===== src/rtl/rv32_trap_ctrl_pkg.sv =====
// Shared CSR address defines, interrupt cause codes and mtvec legalisation for the trap controller.
// Optional feature macro: RV32_TRAP_VECTORED_EN (vectored mtvec mode).
`ifndef RV32_CSR_MSTATUS
`define RV32_CSR_MSTATUS  12'h300
`define RV32_CSR_MIE      12'h304
`define RV32_CSR_MTVEC    12'h305
`define RV32_CSR_MSCRATCH 12'h340
`define RV32_CSR_MEPC     12'h341
`define RV32_CSR_MCAUSE   12'h342
`define RV32_CSR_MTVAL    12'h343
`define RV32_CSR_MIP      12'h344
`define RV32_IRQ_CODE_MTI 4'd7
`define RV32_IRQ_CODE_MEI 4'd11
`endif

package rv32_trap_ctrl_pkg;
  localparam logic [11:0] CSR_MSTATUS  = `RV32_CSR_MSTATUS;
  localparam logic [11:0] CSR_MIE      = `RV32_CSR_MIE;
  localparam logic [11:0] CSR_MTVEC    = `RV32_CSR_MTVEC;
  localparam logic [11:0] CSR_MSCRATCH = `RV32_CSR_MSCRATCH;
  localparam logic [11:0] CSR_MEPC     = `RV32_CSR_MEPC;
  localparam logic [11:0] CSR_MCAUSE   = `RV32_CSR_MCAUSE;
  localparam logic [11:0] CSR_MTVAL    = `RV32_CSR_MTVAL;
  localparam logic [11:0] CSR_MIP      = `RV32_CSR_MIP;

  localparam logic [3:0]  IRQ_CODE_MTI = `RV32_IRQ_CODE_MTI;
  localparam logic [3:0]  IRQ_CODE_MEI = `RV32_IRQ_CODE_MEI;
  localparam logic [31:0] MIE_WMASK    = 32'h0000_0880;

  // MODE values 2 and 3 are reserved and collapse to direct mode.
  function automatic logic [31:0] mtvec_legalize(input logic [31:0] v);
`ifdef RV32_TRAP_VECTORED_EN
    return {v[31:2], 1'b0, (v[1:0] == 2'b01)};
`else
    return {v[31:2], 2'b00};
`endif
  endfunction
endpackage


===== src/rtl/rv32_trap_ctrl_if.sv =====
// Pipeline-facing bundle of the trap controller: exceptions, IRQs, MRET, CSR access and redirect.
interface rv32_trap_ctrl_if;
  logic        exc_valid_in;
  logic [3:0]  exc_cause_in;
  logic [31:0] exc_pc_in;
  logic [31:0] exc_tval_in;
  logic        mret_in;
  logic        boundary_in;
  logic [31:0] next_pc_in;
  logic        irq_timer_in;
  logic        irq_ext_in;
  logic        csr_read_in;
  logic        csr_write_in;
  logic [11:0] csr_in;
  logic [31:0] csr_write_value_in;
  logic [31:0] csr_read_value_out;
  logic        csr_hit_out;
  logic        busy_out;
  logic        redirect_valid_out;
  logic [31:0] redirect_pc_out;

  modport master (
    output exc_valid_in, exc_cause_in, exc_pc_in, exc_tval_in, mret_in, boundary_in,
           next_pc_in, irq_timer_in, irq_ext_in, csr_read_in, csr_write_in, csr_in,
           csr_write_value_in,
    input  csr_read_value_out, csr_hit_out, busy_out, redirect_valid_out, redirect_pc_out
  );

  modport slave (
    input  exc_valid_in, exc_cause_in, exc_pc_in, exc_tval_in, mret_in, boundary_in,
           next_pc_in, irq_timer_in, irq_ext_in, csr_read_in, csr_write_in, csr_in,
           csr_write_value_in,
    output csr_read_value_out, csr_hit_out, busy_out, redirect_valid_out, redirect_pc_out
  );
endinterface


===== src/rtl/rv32_trap_irq_sel.sv =====
// Pending-interrupt priority select: external (11) wins over timer (7).
module rv32_trap_irq_sel
  import rv32_trap_ctrl_pkg::*;
(
  input  logic       enable,
  input  logic       pend_timer,
  input  logic       pend_ext,
  output logic       valid,
  output logic [3:0] code
);
  always_comb begin
    valid = enable & (pend_timer | pend_ext);
    code  = pend_ext ? IRQ_CODE_MEI : IRQ_CODE_MTI;
  end
endmodule


===== src/rtl/rv32_trap_ctrl.sv =====
// Machine-mode trap CSRs plus trap-entry / MRET sequencer (IDLE -> TRAP|RETURN -> REDIRECT).
// RV32_TRAP_VECTORED_EN enables vectored interrupt targets through mtvec.MODE.
module rv32_trap_ctrl
  import rv32_trap_ctrl_pkg::*;
#(
  parameter logic [31:0] MTVEC_RESET = 32'h0000_0000
) (
  input logic            clk,
  input logic            reset,
  rv32_trap_ctrl_if.slave bus
);
  typedef enum logic [1:0] {ST_IDLE, ST_TRAP, ST_RETURN, ST_REDIRECT} state_t;

  state_t      state, state_nxt;
  logic        mstatus_mie, mstatus_mpie;
  logic [31:0] mie_reg, mtvec_reg, mscratch_reg, mepc_reg, mcause_reg, mtval_reg;
  logic [31:0] target, trap_target, mip_val, mtvec_base;
  logic        lat_irq;
  logic [3:0]  lat_code;
  logic [31:0] lat_pc, lat_tval;
  logic        irq_valid, accept;
  logic [3:0]  irq_code;

  assign mip_val    = {20'b0, bus.irq_ext_in, 3'b0, bus.irq_timer_in, 7'b0};
  assign mtvec_base = {mtvec_reg[31:2], 2'b00};

  rv32_trap_irq_sel u_irq_sel (
    .enable     (mstatus_mie & bus.boundary_in),
    .pend_timer (mie_reg[7] & mip_val[7]),
    .pend_ext   (mie_reg[11] & mip_val[11]),
    .valid      (irq_valid),
    .code       (irq_code)
  );

`ifdef RV32_TRAP_VECTORED_EN
  assign trap_target = (lat_irq && mtvec_reg[0]) ? mtvec_base + {26'b0, lat_code, 2'b00}
                                                 : mtvec_base;
`else
  assign trap_target = mtvec_base;
`endif

  always_comb begin
    state_nxt              = state;
    accept                 = 1'b0;
    bus.busy_out           = (state != ST_IDLE);
    bus.redirect_valid_out = 1'b0;
    bus.redirect_pc_out    = 32'h0;
    case (state)
      ST_IDLE: begin
        if (bus.exc_valid_in || irq_valid) begin
          state_nxt = ST_TRAP;
          accept    = 1'b1;
        end else if (bus.mret_in) begin
          state_nxt = ST_RETURN;
          accept    = 1'b1;
        end
      end
      ST_TRAP:   state_nxt = ST_REDIRECT;
      ST_RETURN: state_nxt = ST_REDIRECT;
      ST_REDIRECT: begin
        state_nxt              = ST_IDLE;
        bus.redirect_valid_out = 1'b1;
        bus.redirect_pc_out    = target;
      end
      default: state_nxt = ST_IDLE;
    endcase
  end

  always_ff @(posedge clk) begin
    if (reset) begin
      state        <= ST_IDLE;
      mstatus_mie  <= 1'b0;
      mstatus_mpie <= 1'b0;
      mie_reg      <= 32'h0;
      mtvec_reg    <= mtvec_legalize(MTVEC_RESET);
      mscratch_reg <= 32'h0;
      mepc_reg     <= 32'h0;
      mcause_reg   <= 32'h0;
      mtval_reg    <= 32'h0;
      target       <= 32'h0;
      lat_irq      <= 1'b0;
      lat_code     <= 4'h0;
      lat_pc       <= 32'h0;
      lat_tval     <= 32'h0;
    end else begin
      state <= state_nxt;
      case (state)
        ST_IDLE: begin
          if (bus.exc_valid_in) begin
            lat_irq  <= 1'b0;
            lat_code <= bus.exc_cause_in;
            lat_pc   <= bus.exc_pc_in;
            lat_tval <= bus.exc_tval_in;
          end else if (irq_valid) begin
            lat_irq  <= 1'b1;
            lat_code <= irq_code;
            lat_pc   <= bus.next_pc_in;
            lat_tval <= 32'h0;
          end
          // A CSR write racing an accepted event is dropped.
          if (bus.csr_write_in && !accept) begin
            case (bus.csr_in)
              CSR_MSTATUS: begin
                mstatus_mie  <= bus.csr_write_value_in[3];
                mstatus_mpie <= bus.csr_write_value_in[7];
              end
              CSR_MIE:      mie_reg      <= bus.csr_write_value_in & MIE_WMASK;
              CSR_MTVEC:    mtvec_reg    <= mtvec_legalize(bus.csr_write_value_in);
              CSR_MSCRATCH: mscratch_reg <= bus.csr_write_value_in;
              CSR_MEPC:     mepc_reg     <= {bus.csr_write_value_in[31:2], 2'b00};
              CSR_MCAUSE:   mcause_reg   <= bus.csr_write_value_in;
              CSR_MTVAL:    mtval_reg    <= bus.csr_write_value_in;
              default: ;
            endcase
          end
        end
        ST_TRAP: begin
          mepc_reg     <= lat_pc & ~32'h3;
          mcause_reg   <= {lat_irq, 27'b0, lat_code};
          mtval_reg    <= lat_tval;
          mstatus_mpie <= mstatus_mie;
          mstatus_mie  <= 1'b0;
          target       <= trap_target;
        end
        ST_RETURN: begin
          mstatus_mie  <= mstatus_mpie;
          mstatus_mpie <= 1'b1;
          target       <= mepc_reg;
        end
        default: ;
      endcase
    end
  end

  always_comb begin
    bus.csr_hit_out        = 1'b1;
    bus.csr_read_value_out = 32'h0;
    case (bus.csr_in)
      CSR_MSTATUS:  bus.csr_read_value_out = {19'b0, 2'b11, 3'b0, mstatus_mpie, 3'b0,
                                              mstatus_mie, 3'b0};
      CSR_MIE:      bus.csr_read_value_out = mie_reg;
      CSR_MTVEC:    bus.csr_read_value_out = mtvec_reg;
      CSR_MSCRATCH: bus.csr_read_value_out = mscratch_reg;
      CSR_MEPC:     bus.csr_read_value_out = mepc_reg;
      CSR_MCAUSE:   bus.csr_read_value_out = mcause_reg;
      CSR_MTVAL:    bus.csr_read_value_out = mtval_reg;
      CSR_MIP:      bus.csr_read_value_out = mip_val;
      default:      bus.csr_hit_out        = 1'b0;
    endcase
  end
endmodule


===== src/flat_wrapper.sv =====
// flat-port wrapper written by rule: the top's interface ports become plain ports
module rv32_trap_ctrl_flat import rv32_trap_ctrl_pkg::*;
#(
  parameter logic [31:0] MTVEC_RESET = 32'h0000_0000
)
  (clk, reset, bus_exc_valid_in, bus_exc_cause_in, bus_exc_pc_in, bus_exc_tval_in, bus_mret_in, bus_boundary_in, bus_next_pc_in, bus_irq_timer_in, bus_irq_ext_in, bus_csr_read_in, bus_csr_write_in, bus_csr_in, bus_csr_write_value_in, bus_csr_read_value_out, bus_csr_hit_out, bus_busy_out, bus_redirect_valid_out, bus_redirect_pc_out);
  rv32_trap_ctrl_if bus_i ();
  input logic clk;
  input logic reset;
  input wire logic [$bits(bus_i.exc_valid_in)-1:0] bus_exc_valid_in;
  input wire logic [$bits(bus_i.exc_cause_in)-1:0] bus_exc_cause_in;
  input wire logic [$bits(bus_i.exc_pc_in)-1:0] bus_exc_pc_in;
  input wire logic [$bits(bus_i.exc_tval_in)-1:0] bus_exc_tval_in;
  input wire logic [$bits(bus_i.mret_in)-1:0] bus_mret_in;
  input wire logic [$bits(bus_i.boundary_in)-1:0] bus_boundary_in;
  input wire logic [$bits(bus_i.next_pc_in)-1:0] bus_next_pc_in;
  input wire logic [$bits(bus_i.irq_timer_in)-1:0] bus_irq_timer_in;
  input wire logic [$bits(bus_i.irq_ext_in)-1:0] bus_irq_ext_in;
  input wire logic [$bits(bus_i.csr_read_in)-1:0] bus_csr_read_in;
  input wire logic [$bits(bus_i.csr_write_in)-1:0] bus_csr_write_in;
  input wire logic [$bits(bus_i.csr_in)-1:0] bus_csr_in;
  input wire logic [$bits(bus_i.csr_write_value_in)-1:0] bus_csr_write_value_in;
  output wire logic [$bits(bus_i.csr_read_value_out)-1:0] bus_csr_read_value_out;
  output wire logic [$bits(bus_i.csr_hit_out)-1:0] bus_csr_hit_out;
  output wire logic [$bits(bus_i.busy_out)-1:0] bus_busy_out;
  output wire logic [$bits(bus_i.redirect_valid_out)-1:0] bus_redirect_valid_out;
  output wire logic [$bits(bus_i.redirect_pc_out)-1:0] bus_redirect_pc_out;
  assign bus_i.exc_valid_in = bus_exc_valid_in;
  assign bus_i.exc_cause_in = bus_exc_cause_in;
  assign bus_i.exc_pc_in = bus_exc_pc_in;
  assign bus_i.exc_tval_in = bus_exc_tval_in;
  assign bus_i.mret_in = bus_mret_in;
  assign bus_i.boundary_in = bus_boundary_in;
  assign bus_i.next_pc_in = bus_next_pc_in;
  assign bus_i.irq_timer_in = bus_irq_timer_in;
  assign bus_i.irq_ext_in = bus_irq_ext_in;
  assign bus_i.csr_read_in = bus_csr_read_in;
  assign bus_i.csr_write_in = bus_csr_write_in;
  assign bus_i.csr_in = bus_csr_in;
  assign bus_i.csr_write_value_in = bus_csr_write_value_in;
  assign bus_csr_read_value_out = bus_i.csr_read_value_out;
  assign bus_csr_hit_out = bus_i.csr_hit_out;
  assign bus_busy_out = bus_i.busy_out;
  assign bus_redirect_valid_out = bus_i.redirect_valid_out;
  assign bus_redirect_pc_out = bus_i.redirect_pc_out;
  rv32_trap_ctrl #(.MTVEC_RESET(MTVEC_RESET)) u_core (.clk(clk), .reset(reset), .bus(bus_i));
endmodule

===== config.mk =====
export PLATFORM = sky130hd
export DESIGN_NAME = rv32_trap_ctrl_flat
export DESIGN_NICKNAME = d
export VERILOG_FILES = /design/src/rtl/rv32_trap_ctrl_pkg.sv /design/src/rtl/rv32_trap_ctrl_if.sv /design/src/rtl/rv32_trap_irq_sel.sv /design/src/rtl/rv32_trap_ctrl.sv /design/src/flat_wrapper.sv
export SDC_FILE = /design/constraint.sdc
export NUM_CORES = 1
export LEC_CHECK = 0
export ABC_AREA = 1
export CAP_MARGIN = 20
export CORE_ASPECT_RATIO = 2
export CORE_MARGIN = 5
export CORE_UTILIZATION = 50
export CTS_BUF_LIST = sky130_fd_sc_hd__clkbuf_2
export CTS_CLUSTER_SIZE = 20
export DETAILED_ROUTE_END_ITERATION = 10
export GPL_TIMING_DRIVEN = 0
export PLACE_DENSITY = 0.76
export SLEW_MARGIN = 10
export SYNTH_ARGS = -nofsm -noshare
export SYNTH_HDL_FRONTEND = slang
export SYNTH_HIERARCHICAL = 1
export SYNTH_SLANG_ARGS = --single-unit

===== constraint.sdc =====
create_clock -name clk -period 3.8 [get_ports clk]
set_clock_uncertainty 0.05 [all_clocks]
set_input_delay 0.76 -clock clk [delete_from_list [all_inputs] [get_ports clk]]
set_output_delay 0.76 -clock clk [all_outputs]
set_load 0.05 [all_outputs]

# Word level (Yosys, flattened, before mapping)
# Cells that the tools add are included.
[totals]
register_bits = 265
out_inout_bits = 67
elab_cells = 90
[classes]
eq_ne = 17
mux = 35
bitwise = 5
n_reduce_logical = 19
[op_table]
columns = ["cell", "n"]
rows = [
  ["$mux W32", 11],
  ["$pmux W32 S2", 4],
  ["$pmux W32 S8", 1],
  ["$eq A12 B10 Y1 const B", 8],
  ["$reduce_and A3 Y1", 7],
  ["$mux W4", 3],
  ["$mux W1", 11],
  ["$ne A2 B1 Y1 const B", 5],
  ["$reduce_bool A2 Y1", 4],
  ["$reduce_or A8 Y1", 1],
  ["$pmux W1 S3", 2],
  ["$pmux W2 S3", 1],
  ["$and A1 B1 Y1", 4],
  ["$eq A2 B2 Y1 const B", 2],
  ["$mux W2", 2],
  ["$ne A3 B2 Y1 const B", 1],
  ["$reduce_bool A3 Y1", 1],
  ["$eq A2 B1 Y1 const B", 1],
  ["$logic_not A2 Y1", 1],
  ["$reduce_and A2 Y1", 1],
  ["$reduce_or A2 Y1", 1],
  ["$logic_and A1 B1 Y1", 1],
  ["$logic_not A1 Y1", 1],
  ["$logic_or A1 B1 Y1", 1],
  ["$or A1 B1 Y1", 1],
]

# Depth between registers and ports, before layout
[logic_depth]
depth_word = 10
depth_mapped = 12
ltp_nobuf = 12

# Modules after synthesis
# Netlist, hierarchy kept.
[by_module_without_submodules]
columns = ["module", "instances", "cells_per_inst", "area_each_um2", "seq_area_each_um2"]
rows = [
  ["rv32_trap_ctrl", 1, 1989, 12836.1, 5185.0],
  ["rv32_trap_irq_sel", 1, 8, 41.3, 0.0],
]

# Worst setup path before layout
# No wires, ideal clock.
[synth_path]
kind = "input port to output port"
start = "in bus_csr_in[11]"
end = "out bus_csr_read_value_out[14]"
t_arrival_ns = 2.345
required_time_ns = 2.990
path_slack_ns = 0.645
path_stages = 8
path_cell_list = "nor2_1 > nand3_2 > nor2_4 > buf_1 > nand3_1 > nand3_1 > nor2_1 > nor2_1"
[synth_via]
elab_chain_cells = 2
elab_cells_between_ends = 9
[synth_lines]
columns = ["element", "line_no", "source"]
rows = [
  ["start: declaration", "flat_wrapper.sv:21", "input wire logic [$bits(bus_i.csr_in)-1:0] bus_csr_in;"],
  ["$eq A12 B10 Y1", "rv32_trap_ctrl.sv:138", "case (bus.csr_in)"],
  ["$pmux W32 S8 *", "rv32_trap_ctrl.sv:138", ""],
  ["end: declaration", "flat_wrapper.sv:23", "output wire logic [$bits(bus_i.csr_read_value_out)-1:0] bus_csr_read_value_out;"],
]
# Every way passes the cells marked *; elsewhere a longest branch is shown, timed or not.

# Worst setup path in the final report
[layout_path]
start = "in bus_csr_in[3]"
end = "out bus_csr_read_value_out[30]"
# Same word-level chain as after synthesis.

==> flow_metrics.py <==
metrics = {
    "outcome": {
        "status": "completed",
    },
    "sta": {
        "clock.fmax_mhz": 265,
        "relSlewSlack_pct": 28.4,
        "finalSetupTns_ps": 0,
        "rsz0062_at_grt": "yes",
        "fin_crit_ps": 3780,
        "worst_pin_slew_ps": 1070,
        "fin_crit_sh_pct": 99.3,
        "drv_slew": 0,
        "setup_viol": 0,
        "hold_viol": 0,
    },
    "clocking": {
        "holdBufCountCts": 0,
        "cts_buffers": 57,
        "clkTransAtPathRegs_ps": 100,
        "clock-sinks": 259,
        "htreeDepth": 2,
        "post_cts_buffers": 0,
        "root_buffer": "clkbuf_2",
        "clockBufferDepth": 3,
        "insertion_delay_ps": 940,
        "cts_tree": "built",
    },
    "worst_setup_path": {
        "crit_family": "buffers and inverters",
        "rrSetupSlack_ps": 1010,
        "cp.arrival_ps": 2970,
        "cp-end-kind": "output port",
        "rr_startpoint": "u_core/state[1]$_SDFFE_PP0P_",
        "r2r-end": "u_core/mepc_reg[29]$_SDFFE_PP0P_",
        "crit_path_start_kind": "primary input",
        "worstSetupPathType": "in -> out",
        "cp_data_required_time_ps": 2990,
        "worstPathCellList": "clkdlybuf4s50_1 -> nor2_2 -> nand3_4 -> nor2_4 -> buf_2 -> nand2_1 -> o21ai_0 -> inv_1 -> nand2_1 -> clkdlybuf4s18_2",
        "cpPeakStageDelay_ps": 430,
        "cp_num_buf_inv": 4,
        "cp_common_cell": "nand2_1",
        "reg2reg_depth": 9,
        "crit_fanout": 10,
        "cpMaxStageDelayCell": "clkdlybuf4s50_1",
    },
    "power": {
        "p_per_area_mw_per_mm2": 423,
        "ir_drop_mv": 0.261,
        "power.leakage_nw": 7.65,
    },
    "route": {
        "drc": 0,
        "viasPerCell": 5.37,
        "ant_nets": 0,
        "drtIter0Drc": 1244,
        "routed_wl_um": 49800,
        "drt-pass1-iter-count": 5,
        "vias": 14240,
        "wire_per_inst_um": 18.8,
    },
    "floorplan": {
        "initial_core_util_pct": 50.4,
        "num_rows": 83,
        "die_w_um": 123,
        "fp.dieH_um": 237,
        "core_mm2": 0.0255,
        "die_area_mm2": 0.0293,
        "io_pins": 220,
    },
    "global_routing": {
        "antenna_found_initial": 1,
        "first_global_vias": 13879,
        "grt_busiest_layer": "met2",
        "gr-total-overflow": 0,
        "grt_use_met2_pct": 60.6,
        "grt_start_max_net_pins": 15,
        "grtUsageMet1_pct": 33.5,
        "grt_pass1_wl_um": 73800,
        "met3_usage_pct": 4.52,
        "track_usage_pct": 33.2,
    },
    "final_layout": {
        "layout.nets": 2428,
        "nFillCells": 2660,
        "mostFrequentLayoutCells": "nand2_1 (508), dfxtp_1 (259), nor2_1 (246), inv_1 (227), a21oi_1 (208)",
        "finish.utilization_pct": 62.1,
        "instances_no_fill": 2651,
        "layout_commonest_cell": "nand2_1",
        "area_growth_pct": 23.3,
        "layout-drive-gt1-share_pct": 9.31,
    },
    "yosys": {
        "synth-seq-cells": 259,
        "synthTopCellsByArea": "dfxtp_1 (40%), nand2_1 (15%), a21oi_1 (8.1%), nor2_1 (7.3%), nand3_1 (6.8%)",
        "synth.avg_cell_area_um2": 6.45,
        "yosysWarnings": 6,
        "synth_area_leader_cell": "dfxtp_1",
        "syn_inst": 1997,
        "netlist_area_mm2": 0.0129,
        "synth_cell_types": 32,
        "synth-seq-area-share_pct": 40.3,
        "synth_top_area_share_pct": 40.3,
    },
    "min_path": {
        "hp-start": "bus_exc_valid_in",
        "min_path_type": "in -> reg",
        "hold_depth": 4,
        "hold_end": "u_core/state[1]$_SDFFE_PP0P_",
    },
    "job": {
        "drv_cap": 0,
    },
    "place": {
        "hpwl_um": 40200,
        "portBuffers": 211,
        "dp_cells": 2550,
        "gp_congestion": 1.01,
    },
}
## how the worst max path moves through the flow
stage | startpoint | end | slack, ps | cells past startpoint
6_report | bus_csr_in[3] | bus_csr_read_value_out[30] | 20 | 10
3_3_place_gp | bus_csr_in[1] | bus_csr_read_value_out[2] | -890 | 12
2_1_floorplan | bus_csr_in[11] | bus_csr_read_value_out[14] | 640 | 8
4_1_cts | bus_csr_in[5] | bus_csr_read_value_out[3] | 1 | 10
5_1_grt | bus_csr_in[5] | bus_csr_read_value_out[30] | -50 | 10
3_5_place_dp | bus_csr_in[11] | bus_csr_read_value_out[2] | -920 | 10
## where the power goes
part	internal (W)	total, W	switching (W)
Sequential	0.00302	0.00319	0.000174
Clock	0.000606	0.00172	0.00111
Combinational	0.000601	0.00180	0.00120
Total	0.00422	0.00671	0.00249
## per-layer routing
layer	vias up	routed length (um)
li1	6894	-
met1	6444	17100
met2	702	25700
met3	200	3220
met4	0	3750
met5	-	0
## worst min-delay path, cell delays in order
cell     delay (ps)
buf_6           150
nor2_8           60
nand2_1          60
a31oi_1          70
## cell usage after synthesis, drive strengths merged
| library cell | n |
|---|---|
| nor3 | 2 |
| o21ai | 123 |
| ha | 6 |
| o22ai | 1 |
| conb | 2 |
| nand2 | 514 |
| nand3b | 18 |
| nand3 | 177 |
| clkbuf | 75 |
| nor2 | 263 |
| o221ai | 2 |
| nand4 | 13 |
| a211oi | 1 |
| a21oi | 208 |
| inv | 234 |
| buf | 63 |
| or2 | 3 |
| a31oi | 1 |
| dfxtp | 259 |
| o211ai | 32 |
## metrics by stage
stage               hold slack (ps)  cell area, um2  setup slack, ps  power (W)
floorplan                       389           12900              645    0.00432
global placement                400           15400             -891    0.00499
detailed placement              404           15400             -918    0.00502
CTS                             135           16000             1.00    0.00673
global route                    173           15900            -50.7    0.00707
finish                          226           15900             24.9    0.00671
## cell type report
cell class              instances  area, um2  share of cell area [%]
repair buffers                211       1980                    12.5
diodes                          1       2.50                  0.0158
flip-flops and latches        259       5180                    32.7
multi-input cells            1368       6240                    39.3
clock inverters                12       48.8                   0.307
well taps                     340        425                    2.68
clock buffers                  88        440                    2.77
plain buffers                 138        668                    4.21
inverters                     234        878                    5.53
## repair_timing
item,CTS,global route
gates cloned,0,0
pin swaps,0,1
resized for setup,163,43
setup endpoints to repair,63,34
## cells by family (layout without fill, tap and decap cells)
group                      Yosys count  count (layout)  synth area share [%]
and+or+nand+nor                    990             990                  32.3
buffers and inverters              372             683                  11.7
other                                2               5                0.0583
AOI/OAI and AO/OA                  368             368                  15.0
adders and majority gates            6               6                 0.583
DFF                                259             259                  40.3
Note: power is estimated with default switching activity, not from simulation.
